$ cat config.mk
export PLATFORM = sky130hd
export DESIGN_NAME = dpu_csr_bank
export DESIGN_NICKNAME = d
export VERILOG_FILES = /design/src/rtl/dpu_csr_bank.sv
export SDC_FILE = /design/constraint.sdc
export NUM_CORES = 1
export LEC_CHECK = 0
export CAP_MARGIN = 20
export CORE_ASPECT_RATIO = 1.2
export CORE_MARGIN = 1
export CORE_UTILIZATION = 50
export CTS_CLUSTER_SIZE = 25
export DETAILED_ROUTE_END_ITERATION = 10
export GPL_TIMING_DRIVEN = 1
export PLACE_DENSITY_LB_ADDON = 0.15
export SLEW_MARGIN = 20
export SYNTH_ARGS = -nofsm -noshare
export SYNTH_HDL_FRONTEND = slang
export SYNTH_SLANG_ARGS = --single-unit
$ cat constraint.sdc
create_clock -name PCLK -period 11.4 [get_ports PCLK]
set_input_delay 1.14 -clock PCLK [delete_from_list [all_inputs] [get_ports PCLK]]
set_output_delay 1.14 -clock PCLK [all_outputs]
set_load 0.02 [all_outputs]
$ cat src/rtl/dpu_csr_bank.sv
// dpu_csr_bank: APB register bank for a multi-channel engine. It provides start, busy and done handshakes and per-channel ADDR/LEN registers.
// Define DPU_CSR_IRQ_EN to build the interrupt logic (IRQ_EN, IRQ_STAT, irq_o). Without it, irq_o is tied to 0.

module dpu_csr_bank #(
  parameter int APB_WIDTH_AD = 32,
  parameter int APB_WIDTH_DA = 32,
  parameter int AXI_WIDTH_AD = 32,
  parameter int AXI_WIDTH_DA = 32,
  parameter int NUM_CH       = 4
) (
  input  logic                    PCLK,
  input  logic                    PRESET,
  input  logic                    PSEL,
  input  logic                    PENABLE,
  input  logic [APB_WIDTH_AD-1:0] PADDR,
  input  logic                    PWRITE,
  input  logic [APB_WIDTH_DA-1:0] PWDATA,
  output logic [APB_WIDTH_DA-1:0] PRDATA,
  output logic                    PREADY,
  output logic                    PSLVERR,
  output logic [NUM_CH-1:0]       go_o,
  output logic [NUM_CH*32-1:0]    addr_o,
  output logic [NUM_CH*32-1:0]    len_o,
  input  logic [NUM_CH-1:0]       done_i,
  output logic                    irq_o
);

  localparam logic [31:0] VERSION = 32'h2021_1106;
  localparam logic [31:0] CONFIG  = {8'(NUM_CH), 8'h00, 8'(AXI_WIDTH_AD), 8'(AXI_WIDTH_DA)};

  logic [7:0]              regAddr;
  logic                    unusedAddrHi;
  logic [NUM_CH-1:0][31:0] addr_q;
  logic [NUM_CH-1:0][31:0] len_q;
  logic [NUM_CH-1:0]       busy_q, busy_d;
  logic [NUM_CH-1:0]       go_q, go_d;
  logic [NUM_CH-1:0]       doneHit;
  logic [NUM_CH-1:0]       ctrlSel, addrSel, lenSel;
  logic [31:0]             prdata_q, rdata;
  logic                    mapped, blockErr, accessPh, wrEn, rdSetup;
`ifdef DPU_CSR_IRQ_EN
  logic                    ienSel, istSel;
  logic [NUM_CH-1:0]       irqEn_q, irqStat_q, irqStat_d;
  logic                    irq_q;
`endif

  assign regAddr      = PADDR[7:0];
  assign unusedAddrHi = ^PADDR[APB_WIDTH_AD-1:8];

  // Address decode and read mux. Only exact, word-aligned hits on an existing channel count as mapped.
  always_comb begin
    mapped  = 1'b0;
    rdata   = '0;
    ctrlSel = '0;
    addrSel = '0;
    lenSel  = '0;
`ifdef DPU_CSR_IRQ_EN
    ienSel  = 1'b0;
    istSel  = 1'b0;
`endif
    case (regAddr)
      8'h00: begin
        mapped = 1'b1;
        rdata  = VERSION;
      end
      8'h04: begin
        mapped = 1'b1;
        rdata  = CONFIG;
      end
`ifdef DPU_CSR_IRQ_EN
      8'h08: begin
        mapped = 1'b1;
        ienSel = 1'b1;
        rdata  = 32'(irqEn_q);
      end
      8'h0C: begin
        mapped = 1'b1;
        istSel = 1'b1;
        rdata  = 32'(irqStat_q);
      end
`endif
      default: ;
    endcase
    for (int c = 0; c < NUM_CH; c++) begin
      if (regAddr == 8'(64 + 16 * c)) begin
        mapped     = 1'b1;
        ctrlSel[c] = 1'b1;
        rdata      = {30'd0, busy_q[c], 1'b0};
      end
      if (regAddr == 8'(68 + 16 * c)) begin
        mapped     = 1'b1;
        addrSel[c] = 1'b1;
        rdata      = addr_q[c];
      end
      if (regAddr == 8'(72 + 16 * c)) begin
        mapped    = 1'b1;
        lenSel[c] = 1'b1;
        rdata     = len_q[c];
      end
    end
  end

  // A running channel's ADDR/LEN are locked, so the engine sees stable parameters.
  assign blockErr = PWRITE & |((addrSel | lenSel) & busy_q);
  assign accessPh = PSEL & PENABLE;
  assign wrEn     = accessPh & PWRITE & mapped & ~blockErr;
  assign rdSetup  = PSEL & ~PENABLE & ~PWRITE;
  assign PSLVERR  = accessPh & (~mapped | blockErr);
  assign PREADY   = 1'b1;

  assign doneHit = done_i & busy_q;
  assign go_d    = ctrlSel & ~busy_q & {NUM_CH{wrEn & PWDATA[0]}};
  assign busy_d  = (busy_q | go_d) & ~doneHit;

  always_ff @(posedge PCLK or posedge PRESET) begin
    if (PRESET) begin
      prdata_q <= '0;
      go_q     <= '0;
      busy_q   <= '0;
      addr_q   <= '0;
      len_q    <= '0;
    end else begin
      prdata_q <= rdSetup ? rdata : '0;
      go_q     <= go_d;
      busy_q   <= busy_d;
      for (int c = 0; c < NUM_CH; c++) begin
        if (wrEn & addrSel[c]) addr_q[c] <= PWDATA[31:0];
        if (wrEn & lenSel[c])  len_q[c]  <= PWDATA[31:0];
      end
    end
  end

  assign PRDATA = prdata_q;
  assign go_o   = go_q;
  assign addr_o = addr_q;
  assign len_o  = len_q;

`ifdef DPU_CSR_IRQ_EN
  // The clear is applied before the set, so a completion in the same cycle as a W1C wins.
  assign irqStat_d = (irqStat_q & ~({NUM_CH{wrEn & istSel}} & PWDATA[NUM_CH-1:0])) | doneHit;

  always_ff @(posedge PCLK or posedge PRESET) begin
    if (PRESET) begin
      irqEn_q   <= '0;
      irqStat_q <= '0;
      irq_q     <= 1'b0;
    end else begin
      if (wrEn & ienSel) irqEn_q <= PWDATA[NUM_CH-1:0];
      irqStat_q <= irqStat_d;
      irq_q     <= |(irqStat_q & irqEn_q);
    end
  end

  assign irq_o = irq_q;
`else
  assign irq_o = 1'b0;
`endif

endmodule

==> impl_metrics.csv <==
group,metric,value,unit
sta,report.final.setup_viol,0,
grt,antenna_found_initial,0,
clock_tree,clk_root_buffer_cell,"sky130_fd_sc_hd__clkbuf_16",
sta,setup_repair_after_global_routing_missed_its_margin,"no",
floorplan,fp.coreArea,0.0281,sq mm
synthesis,yosysWarnings,0,
critical_path,cp-end-kind,"register",
sta,hold_viol,0,
drt,average_via_count_per_standard_cell,6.17,
sta,finalCritPeriodShare,48.0,%
sta,final_period_minus_worst_setup_slack,5470,ps
synthesis,synth.most_common_cell,"sky130_fd_sc_hd__dfrtp_1",
drt,antenna_left,0,
clock_tree,cts_tree,"done",
clock_tree,cts.sink_count,296,
clock_tree,cts_max_path_buffers,3,
clock_tree,post-cts-setup-buffers,0,
pwr,cellInternalPower,1.76,mW
finish,flow.area_growth_from_synthesis,32.9,%
synthesis,synth_ff_type,"sky130_fd_sc_hd__dfrtp_1",
pwr,share_clk_of_total_power,45.6,%
placement,place.detailed.hpwl,29400,um
sta,fin_skew,5.93,ps
clock_tree,cts-resized-gates,0,
synthesis,cell_area_after_technology_mapping,0.0144,sq mm
critical_path,worst_setup_path_start_kind,"input pin",
pwr,cellPowerDensity,121,mW/mm^2
clock_tree,cts_buffers,30,
synthesis,synth_top_cells_by_area,"sky130_fd_sc_hd__dfrtp_1, sky130_fd_sc_hd__mux2_4, sky130_fd_sc_hd__mux2_1",
drt,drc,0,
synthesis,synth_cells,1091,
critical_path,critical_path_required,11830,ps
sta,slew_viol_final,0,
clock_tree,post_cts_hold_buffer_count,0,
synthesis,ys_seq_area_share,51.6,%
floorplan,floorplan.rows,67,
clock_tree,insertion_delay,550,ps
synthesis,post_synth_most_frequent_cells,"sky130_fd_sc_hd__dfrtp_1, sky130_fd_sc_hd__mux2_4, sky130_fd_sc_hd__mux2_1",
min_path,worst_hold_path_type,"reg2reg",
floorplan,die-width,157,um
pwr,netSwitchingPower,545,uW
finish,layout.nets,1470,
synthesis,mappedNetlistNets,1164,
drt,num_vias,11100,
sta,setup_tns,0,ps
finish,drive_above_1_share,20.3,%
critical_path,crit_type,"in2reg",
run_status,status,"complete, no violations",
grt,grtUsageTotal,32.1,%
pwr,seqPwrFrac,46.7,%
grt,first_global_vias,11200,
floorplan,die_area,0.0294,sq mm
grt,grt_max_degree,172,
pwr,power.switching_fraction,23.6,%
sta,worst-slew-pin-transition,1160,ps
sta,max-slew-margin-rel,22.6,%
synthesis,synthesis.area_per_instance,13.2,sq um
pwr,power.combinational.fraction,7.7,%
drt,totalWireLength,47300,um
synthesis,async_flop_share,100,%
synthesis,ys_seq_elements,296,
clock_tree,cts_htree_levels,1,
finish,antenna-diode-count,0,
placement,gpl.final_weighted_congestion,0.889,
pwr,p_leak,8.60,nW
drt,avgRoutedWirePerCell,26.3,um
flow_run,max-cap-violations,0,
drt,drt_pass1_iterations,5,
sta,fmaxAchievable,0.183,GHz
synthesis,count_of_distinct_cell_types_in_the_synthesized_netlist,51,
floorplan,die_height,188,um
floorplan,start_util,51.1,%
clock_tree,clk_transition_reported_paths,60,ps
critical_path,arrival,5910,ps
drt,drt-initial-drc-count,878,
finish,fillCellCount,2050,
synthesis,synth_top_cell_by_area,"sky130_fd_sc_hd__dfrtp_1",
finish,final_util,67.9,%
finish,sequential_cell_area,0.00741,sq mm
synthesis,synth-edff-count,0,
critical_path,critical_path_peak_fanout,47,
pwr,vdd_drop_max,0.000102,V
floorplan,io-pin-count,368,
grt,grt_first_pass_wirelength,70600,um
synthesis,post-synth-top-area-fraction,51.6,%
finish,multi_input_logic_area,0.00645,sq mm
placement,port_buffers,341,
grt,global_route.overflow_total,0,
[area by class of cell]
class                           count  share of cell area, %
Clock buffer                       41                   4.63
Clock inverter                     14                  0.931
Inverter                            8                  0.197
Multi-Input combinational cell    693                   33.8
Sequential cell                   296                   38.8
Tap cell                          379                   2.49
Timing Repair Buffer              368                   19.1
[sequential cells by signal (all words and copies together) (netlist names)]
name / flops
addr_o: 128
len_o: 128
go_o: 4
busy_q: 4
PRDATA: 32
[metrics by stage]
stage / cell area, sq um / hold slack (ps) / cells / setup slack, ps / power [mW]
6_report: 19100 / 511 / 1799 / 5930 / 2.31
5_1_grt: 19100 / 526 / 1799 / 5860 / 2.37
4_1_cts: 19100 / 512 / 1798 / 6080 / 2.32
3_5_place_dp: 18000 / 499 / 1743 / 5530 / 1.27
3_3_place_gp: 18000 / 489 / 1742 / 5560 / 1.27
2_1_floorplan: 14400 / 464 / 1091 / 2080 / 1.18
[final timing paths]
kind,cells past startpoint,end,start,slack [ps]
min in group asynchronous,2,addr_o[1],PRESET,1140
hold / removal,1,len_o[49],len_o[49],510
hold reg to reg,1,len_o[49],len_o[49],510
max in group asynchronous,3,addr_o[114],PRESET,8830
setup reg to reg,7,len_o[125],busy_q[2],7970
setup / recovery,7,len_o[52],PADDR[4],5930
[logic make-up after synthesis]
family	synth area share, %
AO/OA/AOI/OAI	15.0
flip-flops	51.6
AND/OR/NAND/NOR	4.27
other	0.0523
buffers and inverters	4.10
multiplexers	25.0
[critical path, stage by stage]
cell	delay [ps]
sky130_fd_sc_hd__buf_2	540
sky130_fd_sc_hd__buf_4	580
sky130_fd_sc_hd__or4bb_2	1180
sky130_fd_sc_hd__nand2b_2	890
sky130_fd_sc_hd__nor2_4	570
sky130_fd_sc_hd__buf_4	510
sky130_fd_sc_hd__mux2_2	390
[cells in the final DEF, fill, tap and decap left out, drive strengths merged, types with 4 or more instances in the layout]
master	synthesis	layout
clkdlybuf4s50	0	340
dfrtp	296	296
mux2	262	262
o21ai	66	66
a21oi	61	61
clkbuf	54	41
nand2	33	33
nor2	31	31
a211oi	30	30
buf	40	28
a22oi	27	27
o221ai	27	27
o32ai	22	22
nor3	22	22
o22a	21	21
o211a	21	21
o22ai	13	13
inv	8	8
clkinv	0	7
nand2b	7	7
nand3	6	6
o2111a	5	5
a21o	4	4
bufinv	0	4
nor2b	4	4
[power groups by stage]
stage / logic, mW / clock network, mW / registers, mW
4_1_cts: 0.175 / 1.06 / 1.08
6_report: 0.177 / 1.05 / 1.08
3_3_place_gp: 0.172 / 0 / 1.10
5_1_grt: 0.188 / 1.10 / 1.08
2_1_floorplan: 0.0707 / 0 / 1.11
3_5_place_dp: 0.175 / 0 / 1.10
[layer usage]
layer  part of all wire, %  vias to the layer above  GRT usage [%]
met1                    39                     5637           42.2
met2                    47                      632           51.1
met4                   3.7                        0           12.1
met5                     0                        -              0
li1                      -                     4718              -
met3                    10                      107           7.95
Power figures use the tool's default switching activity.
